## config.mk

```make
export PLATFORM = sky130hd
export DESIGN_NAME = pipe_wb_queue
export DESIGN_NICKNAME = d
export VERILOG_FILES = /design/src/rtl/pipe_pkg.sv /design/src/rtl/pipe_wb_fifo.sv /design/src/rtl/pipe_wb_queue.sv
export SDC_FILE = /design/constraint.sdc
export NUM_CORES = 1
export LEC_CHECK = 0
export ABC_CLOCK_PERIOD_IN_PS = 3100
export BUFFER_PORTS_ARGS = -buffer_cell sky130_fd_sc_hd__buf_4
export CORE_MARGIN = 5
export CORE_UTILIZATION = 56
export CTS_CLUSTER_SIZE = 28
export DETAILED_ROUTE_END_ITERATION = 8
export GPL_ROUTABILITY_DRIVEN = 0
export HOLD_SLACK_MARGIN = 0.1
export PLACE_DENSITY = 0.91
export SYNTH_ARGS = -nofsm -noshare
export SYNTH_HDL_FRONTEND = slang
export SYNTH_SLANG_ARGS = --single-unit
```

## constraint.sdc

```tcl
create_clock -name clk -period 3.1 [get_ports clk]
set_input_delay 0.155 -clock clk [delete_from_list [all_inputs] [get_ports clk]]
set_output_delay 0.155 -clock clk [all_outputs]
set_load 0.02 [all_outputs]
```

## src/rtl/pipe_pkg.sv

```systemverilog
// Shared writeback types for the pipeline writeback queue and its FIFO.
package pipe_pkg;

  localparam int unsigned REG_ADDR_W = 5;
  localparam int unsigned DATA_W     = 32;

  typedef struct packed {
    logic [REG_ADDR_W-1:0] wn;
    logic [DATA_W-1:0]     d;
  } wb_entry_t;

  typedef enum logic [1:0] {
    OccEmpty,
    OccPartial,
    OccFull
  } occ_e;

endpackage

```

## src/rtl/pipe_wb_fifo.sv

```systemverilog
// Circular buffer of pending MDU writeback entries with occupancy tracking and
// per-slot valid bits so the top can scan queued destinations for hazards.
module pipe_wb_fifo
  import pipe_pkg::*;
#(
  parameter int unsigned Depth = 4,
  localparam int unsigned PtrW = $clog2(Depth),
  localparam int unsigned LvlW = $clog2(Depth) + 1
) (
  input  logic                                  clk_i,
  input  logic                                  clrn_i,
  input  logic                                  push_i,
  input  wb_entry_t                             wdata_i,
  input  logic                                  pop_i,
  output wb_entry_t                             rdata_o,
  output logic [Depth-1:0][REG_ADDR_W-1:0]      wn_o,
  output logic [Depth-1:0]                      valid_o,
  output logic [LvlW-1:0]                       level_o,
  output logic                                  full_o,
  output logic                                  empty_o
);

  wb_entry_t [Depth-1:0] mem_q;
  logic [Depth-1:0]      valid_q, valid_d;
  logic [PtrW-1:0]       wr_ptr_q, rd_ptr_q;
  logic [LvlW-1:0]       level_q, level_d;
  occ_e                  occ_q;
  logic                  push, pop;

  // Overflow/underflow requests are dropped here so the state stays coherent.
  assign push = push_i & (occ_q != OccFull);
  assign pop  = pop_i & (occ_q != OccEmpty);

  always_comb begin
    valid_d = valid_q;
    if (pop)  valid_d[rd_ptr_q] = 1'b0;
    if (push) valid_d[wr_ptr_q] = 1'b1;
    level_d = level_q;
    unique case ({push, pop})
      2'b10:   level_d = level_q + LvlW'(1);
      2'b01:   level_d = level_q - LvlW'(1);
      default: level_d = level_q;
    endcase
  end

  always_ff @(posedge clk_i or negedge clrn_i) begin
    if (!clrn_i) begin
      wr_ptr_q <= '0;
      rd_ptr_q <= '0;
      level_q  <= '0;
      valid_q  <= '0;
      occ_q    <= OccEmpty;
    end else begin
      if (push) wr_ptr_q <= wr_ptr_q + PtrW'(1);
      if (pop)  rd_ptr_q <= rd_ptr_q + PtrW'(1);
      level_q <= level_d;
      valid_q <= valid_d;
      unique case (occ_q)
        OccEmpty: begin
          if (push) occ_q <= OccPartial;
        end
        OccPartial: begin
          if (level_d == LvlW'(Depth)) occ_q <= OccFull;
          else if (level_d == '0)      occ_q <= OccEmpty;
        end
        OccFull: begin
          if (pop && !push) occ_q <= OccPartial;
        end
        default: occ_q <= OccEmpty;
      endcase
    end
  end

  // Payload storage needs no reset; valid_q qualifies every read.
  always_ff @(posedge clk_i) begin
    if (push) mem_q[wr_ptr_q] <= wdata_i;
  end

  always_comb begin
    for (int unsigned i = 0; i < Depth; i++) begin
      wn_o[i] = mem_q[i].wn;
    end
  end

  assign rdata_o = mem_q[rd_ptr_q];
  assign valid_o = valid_q;
  assign level_o = level_q;
  assign full_o  = (occ_q == OccFull);
  assign empty_o = (occ_q == OccEmpty);

endmodule

```

## src/rtl/pipe_wb_queue.sv

```systemverilog
// Writeback arbiter merging single-cycle ALU writes with queued MDU results.
// Define PIPE_WB_QUEUE_BYPASS_EN to let MDU results skip an idle, empty FIFO.
module pipe_wb_queue
  import pipe_pkg::*;
#(
  parameter int unsigned DEPTH      = 4,
  parameter int unsigned STARVE_MAX = 7
) (
  input  logic                       clk,
  input  logic                       clrn,
  input  logic                       alu_we,
  input  logic [REG_ADDR_W-1:0]      alu_wn,
  input  logic [DATA_W-1:0]          alu_d,
  input  logic                       mdu_valid,
  input  logic [REG_ADDR_W-1:0]      mdu_wn,
  input  logic [DATA_W-1:0]          mdu_d,
  output logic                       mdu_ready,
  output logic                       rf_we,
  output logic [REG_ADDR_W-1:0]      rf_wn,
  output logic [DATA_W-1:0]          rf_d,
  input  logic [REG_ADDR_W-1:0]      rna,
  input  logic [REG_ADDR_W-1:0]      rnb,
  output logic                       hz_a,
  output logic                       hz_b,
  output logic                       drain_req,
  output logic [$clog2(DEPTH):0]     level
);

  localparam int unsigned CntW = $clog2(STARVE_MAX + 1);

  wb_entry_t                        fifo_head;
  wb_entry_t                        fifo_wdata;
  logic [DEPTH-1:0][REG_ADDR_W-1:0] fifo_wn;
  logic [DEPTH-1:0]                 fifo_valid;
  logic                             fifo_full, fifo_empty;
  logic                             mdu_acc, alu_wr, push, pop, bypass;

  logic                  rf_we_q, rf_we_d;
  logic [REG_ADDR_W-1:0] rf_wn_q, rf_wn_d;
  logic [DATA_W-1:0]     rf_d_q, rf_d_d;
  logic [CntW-1:0]       cnt_q, cnt_d;
  logic                  drain_q;

  assign mdu_ready = ~fifo_full;
  assign mdu_acc   = mdu_valid & mdu_ready;
  assign alu_wr    = alu_we & (alu_wn != '0);
  assign pop       = ~alu_wr & ~fifo_empty;

`ifdef PIPE_WB_QUEUE_BYPASS_EN
  assign bypass = mdu_acc & (mdu_wn != '0) & fifo_empty & ~alu_wr;
`else
  assign bypass = 1'b0;
`endif

  // Beats to r0 are consumed (ready honoured) but never stored.
  assign push       = mdu_acc & (mdu_wn != '0) & ~bypass;
  assign fifo_wdata = '{wn: mdu_wn, d: mdu_d};

  pipe_wb_fifo #(
    .Depth (DEPTH)
  ) u_fifo (
    .clk_i   (clk),
    .clrn_i  (clrn),
    .push_i  (push),
    .wdata_i (fifo_wdata),
    .pop_i   (pop),
    .rdata_o (fifo_head),
    .wn_o    (fifo_wn),
    .valid_o (fifo_valid),
    .level_o (level),
    .full_o  (fifo_full),
    .empty_o (fifo_empty)
  );

  // ALU always wins the port, even while a drain is requested.
  always_comb begin
    rf_we_d = 1'b0;
    rf_wn_d = rf_wn_q;
    rf_d_d  = rf_d_q;
    if (alu_wr) begin
      rf_we_d = 1'b1;
      rf_wn_d = alu_wn;
      rf_d_d  = alu_d;
    end else if (pop) begin
      rf_we_d = 1'b1;
      rf_wn_d = fifo_head.wn;
      rf_d_d  = fifo_head.d;
    end else if (bypass) begin
      rf_we_d = 1'b1;
      rf_wn_d = mdu_wn;
      rf_d_d  = mdu_d;
    end
  end

  // A non-empty FIFO that does not pop is necessarily blocked by the ALU.
  always_comb begin
    cnt_d = cnt_q;
    if (fifo_empty || pop) begin
      cnt_d = '0;
    end else if (cnt_q != CntW'(STARVE_MAX)) begin
      cnt_d = cnt_q + CntW'(1);
    end
  end

  always_ff @(posedge clk or negedge clrn) begin
    if (!clrn) begin
      rf_we_q <= 1'b0;
      rf_wn_q <= '0;
      rf_d_q  <= '0;
      cnt_q   <= '0;
      drain_q <= 1'b0;
    end else begin
      rf_we_q <= rf_we_d;
      rf_wn_q <= rf_wn_d;
      rf_d_q  <= rf_d_d;
      cnt_q   <= cnt_d;
      drain_q <= (cnt_d == CntW'(STARVE_MAX));
    end
  end

  always_comb begin
    hz_a = 1'b0;
    hz_b = 1'b0;
    for (int unsigned i = 0; i < DEPTH; i++) begin
      if (fifo_valid[i] && (fifo_wn[i] == rna)) hz_a = 1'b1;
      if (fifo_valid[i] && (fifo_wn[i] == rnb)) hz_b = 1'b1;
    end
    if (rna == '0) hz_a = 1'b0;
    if (rnb == '0) hz_b = 1'b0;
  end

  assign rf_we     = rf_we_q;
  assign rf_wn     = rf_wn_q;
  assign rf_d      = rf_d_q;
  assign drain_req = drain_q;

endmodule

```

==> run metrics <==
status completed; slew margin rel. 30.1%; crit end category register; Synthesis Warnings 0; GRT Total Usage 24.6%; cell depth of the worst hold path 3; Slew Limit Fails 0; async set-reset flop share out of synthesis 27.1%; P per Cell Area 897 nW/um^2; # port buffers 132; Initial Util 56.4%; most instantiated cells after synthesis edfxtp_1 (148), dfrtp_1 (55), nor2_1 (42); Final nets 820; period utilization 95.8%; Critical Path RT 3.43 ns; arrival time worst endpoint 3.30 ns; setup TNS 0 ns; cell area after synthesis 8480 um^2; H-tree levels 1; clk_skew 0.0127 ns; post-synthesis register bit count 203; Reg-to-Reg End u_fifo.occ_q[0]$_DFFE_PN0P_; actual slew at the worst max-slew pin 1.05 ns; Yosys top cell area share 52.4%; r2r startpoint u_fifo.occ_q[0]$_DFFE_PN0P_; clk sinks 203; critical path endpoint u_fifo.occ_q[0]$_DFFE_PN0P_; dpl hpwl 12100 um; root buf cell clkbuf_16; core footprint 15000 um^2; Post-Syn Area per Cell 16.5 um^2; Post-Layout Cell Count 923; # rows 45; DRT antenna net count 0; CP startpoint alu_wn[2]; Startpoint Class input pin; Final setup viols 0; Mapped Cells 515; top achievable clock speed 337 MHz; Bufs on Longest Clock Path 3; initial antenna violation count 0; maxcap violations 0; register area share after synthesis 68.6%; Unique masters post-synth 32; die width 133 um; endpoints failing hold 0; CTS tree yes; Util after Layout 74.1%; vias per cell 5.94; Post-Route WL 21600 um; critical path class in2reg; I/O pin count 133; post-CTS setup repair buffer count 0; Static Leak 4.34 nW; ant diodes 0; Remaining DRCs 0; min Tclk post-route 2.97 ns; die area 17700 um^2; Reg2Reg Setup Slack 0.30 ns; gr ovfl total 0; CP Max Fanout 9; most common cell in the netlist edfxtp_1; clock latency on the worst-skew pair 0.49 ns; vias in the first global route 6070; Post-synth top flop edfxtp_1; Synth area leaders edfxtp_1 (52%), dfrtp_1 (16%), mux4_2 (9.8%), mux2i_1 (4.5%), xor2_1 (3.5%); R2R depth 11; syn nets 615; 1st-pass router iterations 5; Tot Pwr 10.0 mW; min-delay worst type in2reg; Worst VDD drop 0.577 mV; total CTS buffers 21; DR iter-0 viols 509; RSZ-0062 raised after global routing no; post-synth top area cell edfxtp_1; Die Y 133 um; fraction of layout cells with a size suffix above 1 29.5%; Clk pin slew, worst setup/hold paths 0.06 ns; largest net degree at the start of global routing 79; Layout area overhead 31.4%; placed cell count 809; via count 5485; Avg WL per Cell 23.4 um; EDFF count, synth 148; first-pass GRT wire length 33900 um
routing by layer:
| layer | wire length (um) | track usage (%) |
|---|---|---|
| met3 | 1380 | 3.84 |
| met5 | 0 | 0 |
| met4 | 795 | 8.83 |
| met2 | 11700 | 44.9 |
| met1 | 7760 | 29.6 |
registers in the layout, summed over array words and instances, names as in the netlist, 3 cells and up:
register / cells
rf_wn: 5
u_fifo.mem_q: 128
u_fifo.wn_o: 20
cnt_q: 3
u_fifo.level_o: 3
u_fifo.valid_o: 4
rf_d: 32
kinds of logic after synthesis:
logic type | synth area share, %
multiplexers | 14.6
AO/OA/AOI/OAI | 3.54
AND/OR/NAND/NOR | 4.72
buffers and inverters | 2.01
XOR/XNOR | 4.75
flip-flops | 68.6
adder cells (fa/ha/maj) | 1.77
stage by stage:
stage | area [um^2] | hold slack, ns | setup slack (ns)
2_1_floorplan | 8480 | -0.141 | 0.684
3_3_place_gp | 9640 | 0.258 | 0.422
3_5_place_dp | 9640 | 0.287 | 0.196
4_1_cts | 11100 | 0.169 | 0.107
5_1_grt | 11100 | 0.182 | 0.0598
6_report | 11100 | 0.191 | 0.130
area by class of cell:
cell class	count	area (um^2)
inverters	7	26.3
fillers	800	3890
clock inverters	8	146
well taps	188	235
clock buffers	30	599
flip-flops and latches	203	5820
multi-input cells	274	2510
repair buffers	213	1800
power breakdown:
part	switching, mW	internal (mW)
Sequential	0.505	3.65
Combinational	1.65	1.50
Clock	1.01	1.68
Total	3.16	6.84
worst min path at each step:
stage,from,end,slack [ns]
finish,mdu_valid,u_fifo.wr_ptr_q[0]$_DFFE_PN0P_,0.19
global route,mdu_valid,u_fifo.wr_ptr_q[0]$_DFFE_PN0P_,0.18
CTS,mdu_valid,u_fifo.wr_ptr_q[0]$_DFFE_PN0P_,0.17
detailed placement,clrn,u_fifo.level_o[0]$_DFF_PN0_,0.29
global placement,clrn,u_fifo.level_o[0]$_DFF_PN0_,0.26
floorplan,clrn,cnt_q[0]$_DFF_PN0_,-0.14
worst max-delay path, stage by stage:
cell,delay [ns]
dlygate4sd3_1,0.55
buf_4,0.14
or4_1,0.57
o21ai_4,0.17
o21a_2,0.29
ha_1,0.25
xor2_1,0.18
ha_1,0.25
mux2_2,0.28
nor2_1,0.21
nor2_1,0.06
nand2_1,0.08
o21ai_0,0.12
placed cells by master (no fill, tap or decap), drive strengths merged:
master       count
and2             4
o21a             3
nand2            9
edfxtp         148
buf            137
a21o             4
nor3             4
mux2i           38
bufinv           4
nand3            9
a22o             1
or3              1
clkinv           2
nand2b           2
nor4             8
mux4            37
nor2            42
dfrtp           55
a21oi           38
ha              12
clkbuf          30
o21ai            5
xor2            34
o311a            1
a41o             1
nor3b            2
or4              3
xnor2           12
mux2             2
dlygate4sd3     76
nand4            2
inv              9
repair_timing:
action	in CTS	in global routing
setup endpoints to repair	0	1
gates resized for setup	0	1
endpoints found under the hold margin	240	0
hold buffers	76	0
Power figures use the tool's default switching activity.
